**config.mk**
```make
export PLATFORM = sky130hd
export DESIGN_NAME = scazator_serial
export DESIGN_NICKNAME = d
export VERILOG_FILES = /design/src/rtl/scazator_serial.sv
export SDC_FILE = /design/constraint.sdc
export NUM_CORES = 1
export LEC_CHECK = 0
export BUFFER_PORTS_ARGS = -buffer_cell sky130_fd_sc_hd__buf_2
export CORE_MARGIN = 3
export CORE_UTILIZATION = 58
export CTS_CLUSTER_SIZE = 16
export DETAILED_ROUTE_END_ITERATION = 7
export PLACE_DENSITY = 0.87
export SYNTH_ARGS = -nofsm -noshare
export SYNTH_HDL_FRONTEND = slang
export SYNTH_SLANG_ARGS = --single-unit
```
**constraint.sdc**
```tcl
create_clock -name clk -period 4.9 [get_ports clk]
set_input_delay 0.98 -clock clk [delete_from_list [all_inputs] [get_ports clk]]
set_output_delay 0.98 -clock clk [all_outputs]
set_load 0.01 [all_outputs]
```
**src/rtl/scazator_serial.sv**
```systemverilog
// Bit-serial two's-complement subtractor: diff = a - b, one bit per clock,
// LSB first. The per-bit cell is two half-subtractors feeding a registered
// borrow flip-flop. Start/busy/done handshake; results hold until the next
// completion.
//
// Handshake: start is sampled only in IDLE; the accepting edge captures a and b,
// after which both may change freely. busy is high for the WIDTH cycles of RUN,
// done is a one-cycle pulse in DONE, and the two are never high together.
// A start seen in RUN or DONE is dropped, not queued.
module scazator_serial #(
   parameter int WIDTH = 8
) (
   input  logic             clk,
   input  logic             rst,
   input  logic             start,
   input  logic [WIDTH-1:0] a,
   input  logic [WIDTH-1:0] b,
   output logic             busy,
   output logic             done,
   output logic [WIDTH-1:0] diff,
   output logic             borrow_out,
   output logic             ovf
);

   localparam int CW = (WIDTH > 1) ? $clog2(WIDTH) : 1;

   typedef enum logic [1:0] {
      IDLE = 2'd0,
      RUN  = 2'd1,
      DONE = 2'd2
   } state_t;

   state_t           state;
   state_t           state_next;

   logic [WIDTH-1:0] sa;
   logic [WIDTH-1:0] sb;
   logic [WIDTH-1:0] res;
   logic [WIDTH-1:0] res_next;
   logic [CW-1:0]    cnt;
   logic             br;
   logic             a_msb;
   logic             b_msb;

   logic             x;
   logic             y;
   logic             d1;
   logic             b1;
   logic             d;
   logic             b2;
   logic             last;

   // Full-subtractor cell on the current LSBs plus the stored borrow.
   always_comb begin
      x        = sa[0];
      y        = sb[0];
      d1       = x ^ y;
      b1       = ~x & y;
      d        = d1 ^ br;
      b2       = ~d1 & br;
      res_next = {d, res[WIDTH-1:1]};
      last     = (cnt == CW'(WIDTH - 1));
   end

   // State register.
   always_ff @(posedge clk) begin
      if (rst) state <= IDLE;
      else     state <= state_next;
   end

   // Next-state and handshake outputs.
   always_comb begin
      state_next = state;
      busy       = 1'b0;
      done       = 1'b0;
      case (state)
         IDLE: if (start) state_next = RUN;
         RUN: begin
            busy = 1'b1;
            if (last) state_next = DONE;
         end
         DONE: begin
            done       = 1'b1;
            state_next = IDLE;
         end
         default: state_next = IDLE;
      endcase
   end

   // Datapath: operand capture, bit-serial shifting, result publication on the last bit.
   always_ff @(posedge clk) begin
      if (rst) begin
         sa         <= '0;
         sb         <= '0;
         res        <= '0;
         cnt        <= '0;
         br         <= 1'b0;
         a_msb      <= 1'b0;
         b_msb      <= 1'b0;
         diff       <= '0;
         borrow_out <= 1'b0;
         ovf        <= 1'b0;
      end else begin
         case (state)
            IDLE: begin
               if (start) begin
                  sa    <= a;
                  sb    <= b;
                  br    <= 1'b0;
                  cnt   <= '0;
                  a_msb <= a[WIDTH-1];
                  b_msb <= b[WIDTH-1];
               end
            end
            RUN: begin
               res <= res_next;
               br  <= b1 | b2;
               sa  <= sa >> 1;
               sb  <= sb >> 1;
               cnt <= cnt + 1'b1;
               if (last) begin
                  // Published on the edge entering DONE so they are valid with the done pulse.
                  diff       <= res_next;
                  borrow_out <= b1 | b2;
                  ovf        <= (a_msb != b_msb) & (res_next[WIDTH-1] != a_msb);
               end
            end
            default: ;
         endcase
      end
   end

endmodule
```
==> summary by stage, run 1 <==
Status
The run finished with clean final reports.

Critical path
The arrival time at the worst endpoint is 1.50 ns. The worst setup path is captured at a primary output. The depth of the worst register-to-register path is 4. The worst register-to-register path has a setup slack of 3.16 ns. The startpoint kind of the worst setup timing path is a register.

For the worst setup path, the data required time is 3.92 ns. The largest fanout of any net on the critical path is 11. The critical path is of the reg2out type.

The slowest stage of the critical path is the dfxtp_1 cell. Traced cell by cell, the critical path runs through nand2b_1 -> inv_2 -> buf_2. The delay of the slowest cell on the worst path is 0.46 ns.

Route
The routed via count is 1318. For this run, design rule violations remaining after detail routing come to 0. For this block, the initial DRC count from the detailed router was 26. The length of the first detailed-routing pass in iterations is 4.

For this block, the routed nets add up to 3030 um of wire. After detailed routing, the number of vias per cell comes to 5.56. The wire length per cell after detailed routing is 12.8 um. The remaining number of nets flagged by the antenna check after routing is 0.

Final layout
Of the cells placed in the final design, the portion with a size suffix greater than 1 is 0.203. The number of nets in the layout is 228. Summing all multi-input logic gate instances after layout gives 736 um^2.

After routing the design area is 1830 um^2. Measured on the finished design, the core utilization comes to 0.702. The synthesis-to-layout area growth is 9.82%. The diode insertion count for antenna repair is 0. The register area is 821 um^2. The number of fillers in the final layout is 213.

STA
The post-layout minimum cycle time is 2.48 ns. The final number of hold-violating endpoints is 0. The maximum clock skew at final layout is 0.00469 ns. The worst relative slew slack is 0.534. The number of max-slew violations in the final report is 0. For the pin with the worst max-slew slack, the measured transition is 0.700 ns. Setup total negative slack on the finished layout was measured at 0 ns. Setup repair after global routing left no endpoint under its margin. The final cycle utilization of the critical path is 0.507. The post-route worst hold slack is 0.456 ns. Derived from the worst setup path, the maximum achievable clock frequency is 403 MHz. The final setup violation count is 0.

Logic synthesis
Summed over all instances, the cell type with the most area after synthesis is dfxtp_1. The post-synthesis instance area is 1670 um^2. Counting flops with a built-in enable in the synthesized netlist gives 0.

The proportion of synthesized chip area in sequential cells is 0.492. For this run, asynchronously set or reset flops after synthesis account for 0. The most repeated cell in the gate-level netlist after synthesis is dfxtp_1. Averaged over all synthesized cells, the footprint is 9.22 um^2. Ranked by total cell area, the synthesized netlist is headed by dfxtp_1 (49%), mux2i_1 (8.4%), a211oi_1 (7.6%). The count of yosys warnings during synthesis is 0.

The synthesized instance count is 181. In the synthesized netlist the dominant register cell turns out to be dfxtp_1. The commonest cells after synthesis are dfxtp_1 (41), nand2_1 (32), nor2_1 (22). In this run, distinct cell masters in the synthesized netlist total 27.

Counting every net in the synthesized netlist gives 203. Synthesis inferred 41 register bits. The area share of the leading cell type in the synthesized netlist is 0.492.

CTS
Buffers added to address setup during post-CTS repair amount to 0. The clock passes through at most 2 buffers. TritonCTS built the clock tree. Clock-pin slew was measured on the worst setup and hold paths at 0.11 ns.

The H-tree was split into 2 levels. In this run the clock root is driven by a clkbuf_4. The number of hold buffers added after CTS is 0. The clock reaches the later pin of the worst-skew pair after 0.36 ns. The clock drives 41 sinks.

The number of gates resized after CTS was 0. The TritonCTS buffer count is 5.

Global route
In the global route stage, met1 resource usage came out at 0.223. The global-route wire length before repair is 5130 um. The global-route track usage on met3 is 0.0545. For this run, global-route usage on met2 was measured as 0.306. The total overflow left after global routing is 0.

The global-route total usage across every layer is 0.194. The number of antenna violations at the first check in global routing is 0. The number of global-route vias before repair is 1240. The global routing stage identified its most utilized layer as met2.

The pin count of the biggest net entering global routing is 42.

Die
The floorplan has 18 rows. In this run the horizontal extent of the chip is 59.6 um. The initial utilization of the core area, before any placement, comes to 0.639. The total die area is 3560 um^2.

The die extent in y is 59.6 um. The placeable core region is 2610 um^2. For this design the top-level I/O count stands at 31.

Place
Routability-driven placement finished with a final weighted congestion of 0.737. The port buffer count is 30. The post-detailed-placement cell area is 1760 um^2. The estimated wirelength of the detail-placed design is 2110 um.

Pwr
IR analysis of the VDD net gives a maximum drop of 0.000280 V. Power spread over the standard cell area amounts to 332 nW/um^2. The leakage power total is 0.752 nW. Total power for the finished layout comes to 0.609 mW.

Hold path
The hold path depth is 2. The min-delay analysis places its worst path in the category reg2reg.

Job
The count of max-cap constraint violations is 0.
==> flip-flops by register name, summed over array words and instances (netlist names) <==
register    flops
a_msb           1
b_msb           1
borrow_out      1
br              1
cnt             3
diff            8
ovf             1
res             7
sa              8
sb              8
state           2
==> where the power goes <==
group          total (mW)  leakage [nW]  internal (mW)  switching (mW)
registers           0.356         0.335          0.348         0.00806
clock network       0.191        0.0413         0.0832           0.107
logic              0.0622         0.376         0.0271          0.0350
total               0.609         0.752          0.459           0.151
==> layout by cell type (no fill, tap or decap) <==
cell type,n
a211oi_1,17
a21oi_1,19
a22oi_1,2
a2bb2oi_1,1
a311oi_1,1
and3b_1,1
buf_2,30
buf_4,1
clkbuf_4,5
clkbuf_8,2
clkinv_2,1
dfxtp_1,41
fa_1,1
ha_1,2
inv_1,2
inv_2,1
mux2i_1,14
nand2_1,32
nand2b_1,3
nand3b_1,2
nor2_1,22
nor2b_1,1
nor3b_1,1
o21ai_0,2
o21ba_2,1
o21bai_1,1
or3b_2,1
==> final cells by class <==
class                           instances  area share
Timing Repair Buffer                   31      0.0860
Sequential cell                        41       0.448
Clock inverter                          1     0.00273
Clock buffer                            7      0.0355
Multi-Input combinational cell        124       0.401
Inverter                                3     0.00614
Tap cell                               30      0.0205
==> critical path, delay by kind of cell (launching register included) <==
kind	cells	cell delay (ns)
buf+inv	2	0.35
flops	1	0.46
simple gates	1	0.34
==> stage by stage <==
stage               setup slack [ns]  cells
detailed placement              2.84    229
global placement                2.91    229
global route                    2.31    237
floorplan                       3.12    181
finish                          2.42    237
CTS                             2.42    237
==> layer usage <==
layer | vias to the layer above | wire length (um)
met3 | 14 | 190
met1 | 597 | 1320
met2 | 34 | 1420
met4 | 0 | 101
li1 | 673 | -
met5 | - | 0
==> final timing paths <==
check	start	to
worst max-delay path	state[1]$_SDFFE_PP0P_	busy
worst min-delay path	diff[5]$_SDFFE_PP0P_	diff[5]$_SDFFE_PP0P_
worst max register to register	sb[0]$_SDFFE_PP0P_	ovf$_SDFFE_PP0P_
worst min register to register	diff[5]$_SDFFE_PP0P_	diff[5]$_SDFFE_PP0P_
==> cell families after synthesis <==
logic type,synth area share
simple gates,0.160
compound gates,0.169
mux,0.0840
fa+ha+maj,0.0270
buf+inv,0.0675
flops,0.492
Note: power is estimated with default switching activity, not from simulation.
==> run 2, diff against run 1 <==
--- a/config.mk
+++ b/config.mk
@@ -7,10 +7,10 @@
 export LEC_CHECK = 0
 export BUFFER_PORTS_ARGS = -buffer_cell sky130_fd_sc_hd__buf_2
 export CORE_MARGIN = 3
-export CORE_UTILIZATION = 58
+export CORE_UTILIZATION = 48
 export CTS_CLUSTER_SIZE = 16
 export DETAILED_ROUTE_END_ITERATION = 7
-export PLACE_DENSITY = 0.87
+export PLACE_DENSITY = 0.77
 export SYNTH_ARGS = -nofsm -noshare
 export SYNTH_HDL_FRONTEND = slang
 export SYNTH_SLANG_ARGS = --single-unit
==> constraint.sdc (replaced) <==
create_clock -name clk -period 2.1 [get_ports clk]
set_input_delay 0.42 -clock clk [delete_from_list [all_inputs] [get_ports clk]]
set_output_delay 0.42 -clock clk [all_outputs]
set_load 0.01 [all_outputs]
==> summary by stage, run 2 (synthesis gave the netlist of run 1 again) <==
Job
The count of max-cap constraint violations was 0 (unchanged).

Route
The routed via count is 1289 (-2.2%). The remaining number of nets flagged by the antenna check after routing is 0 (unchanged). The final wirelength is 2930 um (-3.4%). The wire length per cell after detailed routing is 11.6 um (-9.2%). The number of DRC violations after detailed-routing iteration 0 was 40 (+54%). The post-detailed-route DRC marker count is 0 (unchanged).

The length of the first detailed-routing pass in iterations came to 4 (unchanged). The number of vias per cell after detailed routing is 5.12 (-8.0%).

CTS
The number of buffers between clock root and the deepest sink is 2 (unchanged). The number of hold buffers added after CTS was 0 (unchanged). The clock edge transition at the registers on the reported setup and hold paths came to 0.12 ns (about the same). The clock sink count is 41 (unchanged).

The count of cells resized by post-cts repair was 0 (unchanged). The depth of the CTS H-tree was 2 (unchanged). The clock network latency to the later pin of the worst-skew pair is 0.34 ns (-0.02 ns). The master cell of the clock root buffer is clkbuf_4. The TritonCTS buffer count came to 5 (unchanged).

The count of buffers added by post-CTS timing repair for setup is 0 (unchanged). The TritonCTS clock tree is yes.

Pwr
The sequential share of power was 0.590 (+0.005). The peak supply drop is 0.000429 V (+53%). The combinational group share of total power was 0.103 (about the same). The leakage power total is 0.757 nW (+0.61%). The clock group share of total power was 0.307 (-0.006). The switching component of the power is 0.341 mW (+130%).

The total design power is 1.41 mW (+130%). The switching share of power was 0.241 (-0.00582). The power density relative to cell area is 760 nW/um^2 (+130%). The internal power is 1.07 mW (+130%).

Final layout
The library cell used most frequently in the layout, excluding fill and tap cells, is dfxtp_1. The number of nets in the layout came to 229 (+0.44%). The post-route cell area came to 1860 um^2 (+1.4%). The area growth from synthesis to layout is 11.3%.

The utilization after layout is 0.585 (-0.117). The share of post-route cells with drive strength above 1 is 0.207 (+0.00383). The diode insertion count for antenna repair is 0 (unchanged). In the layout the commonest cells are dfxtp_1 (41), nand2_1 (32), buf_2 (30), nor2_1 (22), a21oi_1 (19). The largest registers in the layout are diff: 8 flops, sa: 8 flops, sb: 8 flops.

Global route
The remaining global-route overflow came to 0 (unchanged). The met1 usage is 0.198 (-0.0255). The global-route track usage on met3 is 0.0416 (-0.0129). The pin count of the biggest net entering global routing is 42 (unchanged). The global-route total usage across every layer came to 0.151 (-0.0432). The number of antenna violations at the first check in global routing is 0 (unchanged). The most used routing layer in global routing is met2. The global-route wire length before repair is 5030 um (-2.0%). The number of global-route vias before repair is 1191 (-4.0%). The global-route track usage on met2 is 0.236 (-0.0693).

Die
The number of placement rows was 20 (+2). The placeable core region is 3180 um^2 (+22%). The die width came to 65.0 um (+8.9%). The count of pins on the block boundary came to 31 (unchanged). The die extent in y is 65.0 um (+8.9%).

The starting utilization of the core area is 0.525 (-0.114). The total die area was 4220 um^2 (+19%).

Critical path
Traced cell by cell, the critical path runs through nand2b_1 -> buf_4 -> inv_2 -> buf_2. The count of buffering cells on the critical path with inverters included is 3 (+1). The family with the most delay on the worst path is buffers and inverters. The critical path data required time came to 1.68 ns (-2.24 ns). The delay of the slowest cell on the worst path is 0.38 ns (-0.08 ns).

The number of logic stages on the critical path including buffering came to 4 (+1). The largest fanout of any net on the critical path was 11 (unchanged). The arrival time at the worst endpoint is 1.36 ns (-0.14 ns). The flop-to-flop setup slack came to 0.38 ns (-2.78 ns).

The cell with the largest stage delay on the worst path is dfxtp_1. The worst setup path is launched from a register. The category of the critical setup timing path is reg2out. The worst setup path is captured at a primary output. The depth of the worst register-to-register path is 4 (unchanged).

STA
The post-layout minimum cycle time is 1.78 ns. The worst relative slew slack is 0.529 (-0.00440). Setup repair after global routing left no endpoint under its margin. The final number of hold-violating endpoints is 0 (unchanged). The slew at the pin closest to its max-slew limit was 0.706 ns (+0.00661 ns).

The maximum clock skew at final layout is 0.00891 ns (+0.00422 ns). The accumulated negative setup slack is 0 ns (unchanged). The final setup violation count is 0 (unchanged). The number of max-slew violations in the final report was 0 (unchanged). The final cycle utilization of the critical path is 0.849.

The maximum operating frequency is 561 MHz.

Place
The port buffer count came to 30 (unchanged). The estimated wirelength of the detail-placed design was 2000 um (-5.2%). The routability congestion estimate from global placement is 0.731 (-0.76%).

The post-detailed-placement cell area is 1790 um^2 (+1.4%).

Status
The flow ran to the end, and the final reports show no timing, DRC or antenna violations.

Hold path
The hold path depth was 3 (+1). The min-delay analysis places its worst path in the category in2reg.
run 2: cell types whose count changed in the layout (fill, tap and decap cells not counted), sizes merged:
| cell | previous run | this run |
|---|---|---|
| buf | 31 | 32 |
run 2: final timing paths:
kind                         start                    to
max          state[1]$_SDFFE_PP0P_                  busy
min                           b[7]    b_msb$_SDFFE_PP0P_
max reg2reg     sb[0]$_SDFFE_PP0P_      ovf$_SDFFE_PP0P_
min reg2reg   diff[5]$_SDFFE_PP0P_  diff[5]$_SDFFE_PP0P_
run 2: area by class of cell:
type,count,area [um^2]
inverters,3,11.3
well taps,44,55.1
multi-input cells,124,736
clock buffers,7,65.1
fillers,300,1320
repair buffers,32,165
clock inverters,1,5.00
flip-flops and latches,41,821
run 2: layer usage:
metal	part of all wire	wire, um
met5	0	0
met4	0.013	37
met3	0.053	155
met2	0.44	1300
met1	0.49	1440
run 2: power groups by stage:
stage / logic, mW / registers (mW) / clock network (mW)
floorplan: 0.125 / 0.845 / 0
global placement: 0.144 / 0.849 / 0
detailed placement: 0.146 / 0.851 / 0
CTS: 0.147 / 0.833 / 0.448
global route: 0.165 / 0.838 / 0.475
finish: 0.145 / 0.833 / 0.434
run 2: worst register-to-register path: stages, from the launching register on:
cell      delay [ns]
dfxtp_1         0.35
inv_1           0.06
fa_1            0.52
or3b_2          0.46
a311oi_1        0.25
run 2: through the flow:
step | setup slack, ns | instances | hold WS, ns
2_1_floorplan | 0.488 | 181 | 0.432
3_3_place_gp | 0.454 | 244 | 0.443
3_5_place_dp | 0.407 | 244 | 0.445
4_1_cts | 0.298 | 252 | 0.365
5_1_grt | 0.201 | 252 | 0.361
6_report | 0.317 | 252 | 0.368
